--- config.mk ---
export PLATFORM = sky130hd
export DESIGN_NAME = clock_lock_monitor
export DESIGN_NICKNAME = d
export VERILOG_FILES = /design/src/rtl/clock_lock_monitor.sv
export SDC_FILE = /design/constraint.sdc
export NUM_CORES = 1
export LEC_CHECK = 0
export CORE_MARGIN = 2
export CORE_UTILIZATION = 31
export DETAILED_ROUTE_END_ITERATION = 8
export PLACE_DENSITY_LB_ADDON = 0.05
export SETUP_SLACK_MARGIN = 0.4
export SLEW_MARGIN = 20
export SYNTH_ARGS = -nofsm -noshare
export SYNTH_HDL_FRONTEND = slang
export SYNTH_SLANG_ARGS = --single-unit
--- constraint.sdc ---
create_clock -name clk_i -period 2.2 [get_ports clk_i]
set_input_delay 0.44 -clock clk_i [delete_from_list [all_inputs] [get_ports clk_i]]
set_output_delay 0.44 -clock clk_i [all_outputs]
set_load 0.05 [all_outputs]
--- src/rtl/clock_lock_monitor.sv ---
// Clock lock monitor: counts synchronized MON_CLK edges per WINDOW and tracks lock.
// Optional macro CLOCK_LOCK_MONITOR_LOSS_COUNT_EN enables the saturating loss counter.
module clock_lock_monitor #(
  parameter int unsigned WINDOW     = 1000,
  parameter int unsigned EXP_MIN    = 95,
  parameter int unsigned EXP_MAX    = 105,
  parameter int unsigned LOCK_COUNT = 4
) (
  input  logic        clk_i,
  input  logic        reset_n_i,
  input  logic        mon_clk_i,
  output logic        locked_o,
  output logic        reset_out_n_o,
  output logic [15:0] freq_count_o,
  output logic        freq_valid_o,
  output logic        loss_pulse_o,
  output logic [7:0]  loss_count_o
);

  localparam logic [1:0]  ST_ACQUIRE = 2'd0;
  localparam logic [1:0]  ST_LOCKED  = 2'd1;
  localparam logic [1:0]  ST_LOST    = 2'd2;
  localparam logic [15:0] WIN_LAST   = 16'(WINDOW - 1);
  localparam logic [16:0] MIN_L      = 17'(EXP_MIN);
  localparam logic [16:0] MAX_L      = 17'(EXP_MAX);
  localparam logic [7:0]  LOCK_L     = 8'(LOCK_COUNT);

  logic [2:0]  sync_q;
  logic [15:0] win_cnt_q, win_cnt_d;
  logic [15:0] edge_cnt_q, edge_cnt_d;
  logic [15:0] final_count;
  logic [15:0] freq_count_q;
  logic        freq_valid_q;
  logic [1:0]  state_q, state_d;
  logic [7:0]  good_cnt_q, good_cnt_d;
  logic        locked_q, rst_out_q, loss_pulse_q;
  logic        edge_det, win_end, window_good;

  // sync_q[1] is the second synchronizer stage, sync_q[2] its delayed copy
  assign edge_det = sync_q[1] & ~sync_q[2];
  assign win_end  = (win_cnt_q == WIN_LAST);

  // Count including this cycle's edge, so a window-end edge belongs to the ending window
  assign final_count = (edge_cnt_q == 16'hFFFF) ? edge_cnt_q
                                                : edge_cnt_q + {15'd0, edge_det};
  assign window_good = ({1'b0, final_count} >= MIN_L) && ({1'b0, final_count} <= MAX_L);

  always_comb begin
    win_cnt_d  = win_end ? 16'd0 : win_cnt_q + 16'd1;
    edge_cnt_d = win_end ? {15'd0, edge_det} : final_count;
  end

  always_comb begin
    state_d    = state_q;
    good_cnt_d = good_cnt_q;
    case (state_q)
      ST_ACQUIRE: begin
        if (win_end) begin
          if (!window_good) begin
            good_cnt_d = 8'd0;
          end else if (good_cnt_q + 8'd1 == LOCK_L) begin
            good_cnt_d = 8'd0;
            state_d    = ST_LOCKED;
          end else begin
            good_cnt_d = good_cnt_q + 8'd1;
          end
        end
      end
      ST_LOCKED: begin
        if (win_end && !window_good) begin
          state_d = ST_LOST;
        end
      end
      default: begin
        state_d    = ST_ACQUIRE;
        good_cnt_d = 8'd0;
      end
    endcase
  end

  always_ff @(posedge clk_i or negedge reset_n_i) begin
    if (!reset_n_i) begin
      sync_q       <= 3'd0;
      win_cnt_q    <= 16'd0;
      edge_cnt_q   <= 16'd0;
      freq_count_q <= 16'd0;
      freq_valid_q <= 1'b0;
      state_q      <= ST_ACQUIRE;
      good_cnt_q   <= 8'd0;
      locked_q     <= 1'b0;
      rst_out_q    <= 1'b0;
      loss_pulse_q <= 1'b0;
    end else begin
      sync_q       <= {sync_q[1:0], mon_clk_i};
      win_cnt_q    <= win_cnt_d;
      edge_cnt_q   <= edge_cnt_d;
      if (win_end) begin
        freq_count_q <= final_count;
      end
      freq_valid_q <= win_end;
      state_q      <= state_d;
      good_cnt_q   <= good_cnt_d;
      locked_q     <= (state_d == ST_LOCKED);
      // Released one cycle after lock, dropped together with lock
      rst_out_q    <= locked_q && (state_d == ST_LOCKED);
      loss_pulse_q <= (state_d == ST_LOST);
    end
  end

`ifdef CLOCK_LOCK_MONITOR_LOSS_COUNT_EN
  logic [7:0] loss_cnt_q;

  always_ff @(posedge clk_i or negedge reset_n_i) begin
    if (!reset_n_i) begin
      loss_cnt_q <= 8'd0;
    end else if (loss_pulse_q && (loss_cnt_q != 8'hFF)) begin
      loss_cnt_q <= loss_cnt_q + 8'd1;
    end
  end

  assign loss_count_o = loss_cnt_q;
`else
  assign loss_count_o = 8'd0;
`endif

  assign locked_o      = locked_q;
  assign reset_out_n_o = rst_out_q;
  assign freq_count_o  = freq_count_q;
  assign freq_valid_o  = freq_valid_q;
  assign loss_pulse_o  = loss_pulse_q;

endmodule

==> impl_metrics.csv, run 1 <==
group,metric,value,unit
power,p_leak,0.00234,uW
critical_path,worstPathRequired,2.46,ns
clocking,clock_sinks,65,
power,p_per_area,638,mW/mm^2
cells_and_area,diodes,0,
cells_and_area,fillers,1079,
critical_path,cp_max_fo,8,
sta,finalCriticalPeriod,2.39,ns
clocking,clock_latency,0.34,ns
synth,synthArstFlopShare,100,%
global_route,antenna_found_initial,0,
cells_and_area,syn_to_final_growth,41.3,%
global_route,grt_pass1_vias,3025,
synth,yosysUniqueCellTypes,59,
floorplanning,io_pins,31,
sta,setup_viol,14,
critical_path,cp-start-kind,"flip-flop",
route,vias_per_cell,4.96,
route,vias,3083,
run_status,status,"finished with violations",
global_route,grt_max_degree,66,
synth,synth_area,0.00348,sq mm
floorplanning,rows,38,
global_route,grtUsageTotal,16.6,%
synth,synth-seq-cells,65,
sta,period_share,109,%
critical_path,worstSetupPathType,"reg2reg",
global_route,grt_pass1_wl,15300,um
clocking,cts_made_buffers,9,
floorplanning,die_w,110,um
route,drtIter0Drc,110,
synth,synth_edf_count,0,
cells_and_area,fin_nets,483,
clocking,cts.htree.levels,3,
clocking,cts_root_buf,"clkbuf_8",
clocking,clkTransAtPathRegs,0.07,ns
sta,tns,-2.05,ns
sta,fmax,418,MHz
critical_path,crit_arrival,2.66,ns
cells_and_area,final_layout_size_suffix_gt1_share,31.4,%
synth,synthCells,370,
placed_design,post-dp-hpwl,6300,um
synth,syn_area_per_cell,9.42,sq um
sta,finalHoldViolations,0,
floorplanning,die_y,110,um
route,drtPass1Iterations,4,
floorplanning,core_area,0.0109,sq mm
job,cap_violations,0,
sta,worst_pin_slew,0.503,ns
route,ant_nets,0,
placed_design,io_buffer_count,22,
global_route,gr-total-overflow,0,
route,totalWireLength,9230,um
synth,synth_warnings,0,
clocking,cts_tree,"built",
sta,clock_skew,0.00853,ns
min_path,hold_path_class,"in2async",
clocking,clockBufferDepth,2,
floorplanning,initial_utilization,32.0,%
sta,fin_ws,-0.191,ns
cells_and_area,final_util,45.2,%
sta,slew_violations,0,
synth,ys_seq_area_share,46.7,%
synth,ys.flop_type,"dfrtp_1",
cells_and_area,mostFrequentLayoutCell,"buf_4",
sta,rsz0062_at_grt,"true",
route,wl_per_cell,14.9,um
placed_design,gp_congestion,0.867,
power,ir_worst_vdd,0.000412,V
floorplanning,die-area,0.0121,sq mm
clocking,hold_buffers,0,
route,route.detailed.drc,0,
sta,max-slew-margin-rel,66.5,%
run_status,violations,"negative setup slack",
cells_and_area,layout_common_cells,"buf_4, dfrtp_1, nand2_1",
critical_path,endpoint_kind,"flip-flop",
-- critical path: stages (launching register included) --
cell and delay (ns):
dfrtp_1 0.39, nor2b_4 0.15, ha_4 0.14, nand4_1 0.17, buf_4 0.22, nor4_4 0.24
buf_4 0.16, xnor2_2 0.12, a31oi_4 0.14, nor4_4 0.16, buf_6 0.17, nand2_4 0.07
o21ai_0 0.16
-- path summary, 6_finish.rpt --
path | from | to | slack [ns] | cells after the start
min reg2reg | sync_q[0] | sync_q[1] | 0.34 | 0
max | sync_q[2] | good_cnt_q[3] | -0.19 | 12
min in group clk_i | sync_q[0] | sync_q[1] | 0.34 | 0
max reg2reg | sync_q[2] | good_cnt_q[3] | -0.19 | 12
max in group asynchronous | reset_n_i | edge_cnt_q[7] | 1.81 | 2
min | reset_n_i | freq_count_o[2] | 0.10 | 2
-- through the flow --
stage	power [uW]	hold slack, ns	std cells	cell area (sq um)	setup WS (ns)
final	3140	0.104	621	4920	-0.191
after global placement	1960	0.338	586	4350	-0.408
after CTS	3110	0.103	613	4790	-0.229
after floorplan	1660	0.144	377	3560	-0.139
after global routing	3310	0.136	621	4920	-0.325
after detailed placement	1970	0.339	586	4350	-0.427
-- flip-flops by register name, indices dropped and copies added, names as in the netlist --
| signal | flops |
|---|---|
| edge_cnt_q | 16 |
| freq_count_o | 16 |
| freq_valid_o | 1 |
| good_cnt_q | 8 |
| locked_o | 1 |
| loss_pulse_o | 1 |
| reset_out_n_o | 1 |
| state_q | 2 |
| sync_q | 3 |
| win_cnt_q | 16 |
-- power breakdown --
group,switching [uW],leakage [uW],total [uW],internal [uW]
clock,453,0.000107,1070,616
combinational,394,0.00136,758,365
sequential,73.5,0.000877,1310,1240
total,920,0.00234,3140,2220
-- synth_stat cells, types with 2 or more instances --
master / n / area [sq um]
dfrtp_1: 65 / 1630
nand2_1: 42 / 158
nor2_1: 39 / 146
o21ai_0: 27 / 135
nand3_1: 20 / 100
nor3_1: 15 / 75.1
xor2_1: 14 / 123
xnor2_1: 11 / 96.3
and3_1: 10 / 62.6
clkbuf_1: 9 / 33.8
a31oi_1: 8 / 50.1
buf_4: 8 / 60.1
inv_1: 8 / 30.0
nor4_1: 8 / 50.1
buf_2: 7 / 35.0
nand4_1: 7 / 43.8
a21oi_1: 5 / 25.0
nand2b_1: 5 / 31.3
ha_1: 4 / 50.1
mux2i_1: 4 / 40.0
nor3b_1: 4 / 30.0
or3_1: 4 / 25.0
a21boi_0: 2 / 15.0
and2_1: 2 / 12.5
and3b_1: 2 / 17.5
and4b_1: 2 / 20.0
nand3b_1: 2 / 15.0
nand4_4: 2 / 42.5
nor2b_1: 2 / 12.5
o211ai_1: 2 / 15.0
or2_2: 2 / 12.5
-- cell type report --
type	instances	area, sq um	share of cell area (%)
timing repair buffer	112	925	18.8
clock buffer	14	173	3.51
inverter	8	30.0	0.610
sequential	65	1630	33.1
tap	140	175	3.56
multi-input combinational	280	1960	39.8
clock inverter	2	35.0	0.711
-- cell families (layout without fill, tap and decap cells) --
group	count (synthesis)	count (layout)	synth area share, %
simple gates	180	180	28.5
other cells	1	8	0.108
mux	4	4	1.15
compound gates	59	59	11.3
flops	65	65	46.7
fa+ha+maj	4	4	1.44
xor+xnor	25	25	6.28
buf+inv	32	136	4.56
-- routing by layer --
| metal | global-route usage [%] | up-vias | part of all wire [%] |
|---|---|---|---|
| met2 | 25.7 | 56 | 46 |
| met4 | 6.33 | 0 | 1.9 |
| met3 | 3.29 | 16 | 3.5 |
| li1 | - | 1512 | - |
| met1 | 22.9 | 1499 | 48 |
| met5 | 0 | - | 0 |
-- timing repair --
item / CTS / global route
endpoints found under the setup margin: 58 / 44
resized for setup: 53 / 17
gates cloned: 0 / 0
pin swaps: 14 / 9
buffers inserted: 11 / 8
(Power assumes the default switching activity.)
==> inputs of run 2 (changes only) <==
- MAX_ROUTING_LAYER: default -> met4
==> impl_metrics.csv, run 2 (synthesis results as in run 1) <==
group,metric,value,unit
run_status,status,"finished with violations",
run_status,violations,"negative setup slack",
sta,max-slew-margin-rel,65.6,%
critical_path,cp_max_fo,8,
critical_path,worstReg2RegEnd,"reset_out_n_o",
job,cap_violations,0,
route,vias_per_cell,4.93,
route,vias,3049,
global_route,grt_pass1_wl,15300,um
route,drtIter0Drc,91,
route,totalWireLength,9230,um
floorplanning,die_y,110,um
floorplanning,die_w,110,um
power,p_per_area,639,mW/mm^2
route,route.detailed.drc,0,
floorplanning,io_pins,31,
sta,clock_skew,0.00703,ns
sta,fin_ws,-0.208,ns
min_path,hold_path_class,"in2async",
critical_path,endpoint_kind,"flip-flop",
critical_path,r2r-start,"sync_q[2]",
clocking,cts.htree.levels,3,
sta,setup_viol,13,
power,total_power,3140,uW
sta,slew_violations,0,
global_route,grtUsageTotal,17.1,%
sta,finalHoldViolations,0,
floorplanning,core_area,0.0109,sq mm
cells_and_area,fin_nets,480,
critical_path,crit_arrival,2.67,ns
critical_path,worstSetupPathType,"reg2reg",
power,p_sw,921,uW
cells_and_area,syn_to_final_growth,41.0,%
sta,period_share,109,%
placed_design,gp_congestion,0.881,
critical_path,crit_start,"sync_q[2]",
placed_design,post-dp-hpwl,6300,um
sta,fmax,415,MHz
route,drtPass1Iterations,4,
power,clockPowerShare,34.1,%
cells_and_area,fillers,1071,
sta,rsz0062_at_grt,"true",
critical_path,worstPathRequired,2.47,ns
floorplanning,rows,38,
global_route,gr-total-overflow,0,
clocking,cts_root_buf,"clkbuf_8",
global_route,grt_pass1_vias,3017,
critical_path,reg2reg_depth,11,
power,power_frac_comb,24.0,%
clocking,clock_sinks,65,
clocking,cts_made_buffers,9,
power,p_int,2220,uW
route,ant_nets,0,
global_route,grt_max_degree,66,
clocking,clockBufferDepth,2,
power,swShare,29.4,%
placed_design,io_buffer_count,22,
sta,worst_pin_slew,0.516,ns
cells_and_area,diodes,0,
power,seq_power_share,41.9,%
power,p_leak,0.00231,uW
floorplanning,initial_utilization,32.0,%
clocking,cts_tree,"built",
clocking,clock_latency,0.34,ns
sta,finalCriticalPeriod,2.41,ns
critical_path,r2r_slack,-0.21,ns
global_route,antenna_found_initial,0,
clocking,clkTransAtPathRegs,0.07,ns
power,ir_worst_vdd,0.000420,V
floorplanning,die-area,0.0121,sq mm
placed_design,post-place-ws,-0.427,ns
route,wl_per_cell,14.9,um
cells_and_area,final_layout_size_suffix_gt1_share,31.2,%
critical_path,cp-start-kind,"flip-flop",
cells_and_area,layout_common_cells,"buf_4, dfrtp_1, nand2_1",
cells_and_area,mostFrequentLayoutCell,"buf_4",
-- run 2: power groups by stage --
stage | logic, uW | clock network, uW | registers, uW
final | 754 | 1070 | 1310
after global routing | 823 | 1160 | 1320
after CTS | 675 | 1120 | 1320
after detailed placement | 641 | 0 | 1330
after global placement | 634 | 0 | 1330
after floorplan | 355 | 0 | 1300
-- run 2: worst max-delay path, stage by stage, from the launching register on --
cell and delay, ns:
dfrtp_1 0.39, nor2b_4 0.15, ha_4 0.14, nand4_1 0.16, buf_4 0.22, nor2_4 0.12
mux2i_2 0.27, a41oi_2 0.18, nor4_4 0.26, buf_6 0.19, nand2_8 0.07, a211oi_2 0.16
-- run 2: metal layers --
layer | up-vias | part of all wire (%) | track usage [%]
met5 | - | 0 | -
met3 | 14 | 2.4 | 3.29
met2 | 42 | 46 | 25.8
met4 | 0 | 1.8 | 6.15
li1 | 1512 | - | -
met1 | 1481 | 49 | 22.9
-- run 2: how the worst max path moves through the flow --
stage | to | slack [ns]
6_report | reset_out_n_o | -0.21
3_3_place_gp | reset_out_n_o | -0.41
4_1_cts | good_cnt_q[1] | -0.23
3_5_place_dp | reset_out_n_o | -0.43
2_1_floorplan | reset_out_n_o | -0.14
5_1_grt | reset_out_n_o | -0.33
-- run 2: per-stage QoR --
step	area (sq um)	hold WS, ns	TNS, ns	util [%]	cells
2_1_floorplan	3560	0.144	-0.861	-	377
3_5_place_dp	4350	0.339	-4.81	40.0	586
5_1_grt	4910	0.141	-5.20	45.1	618
6_report	4910	0.102	-2.23	45.1	618
4_1_cts	4790	0.103	-2.47	44.0	613
3_3_place_gp	4350	0.338	-4.56	40.0	586
-- run 2: layout make-up --
type | instances | area, sq um | area share [%]
sequential | 65 | 1630 | 33.1
tap | 140 | 175 | 3.57
inverter | 8 | 30.0 | 0.611
multi-input combinational | 280 | 1970 | 40.2
clock buffer | 14 | 173 | 3.52
timing repair buffer | 109 | 898 | 18.3
clock inverter | 2 | 35.0 | 0.713
-- run 2: what timing repair did --
item	in CTS	in global routing
gates cloned	0	0
pin swaps	14	8
setup endpoints to repair	58	44
resized for setup	53	18
hold buffers	0	0
setup buffers	11	5
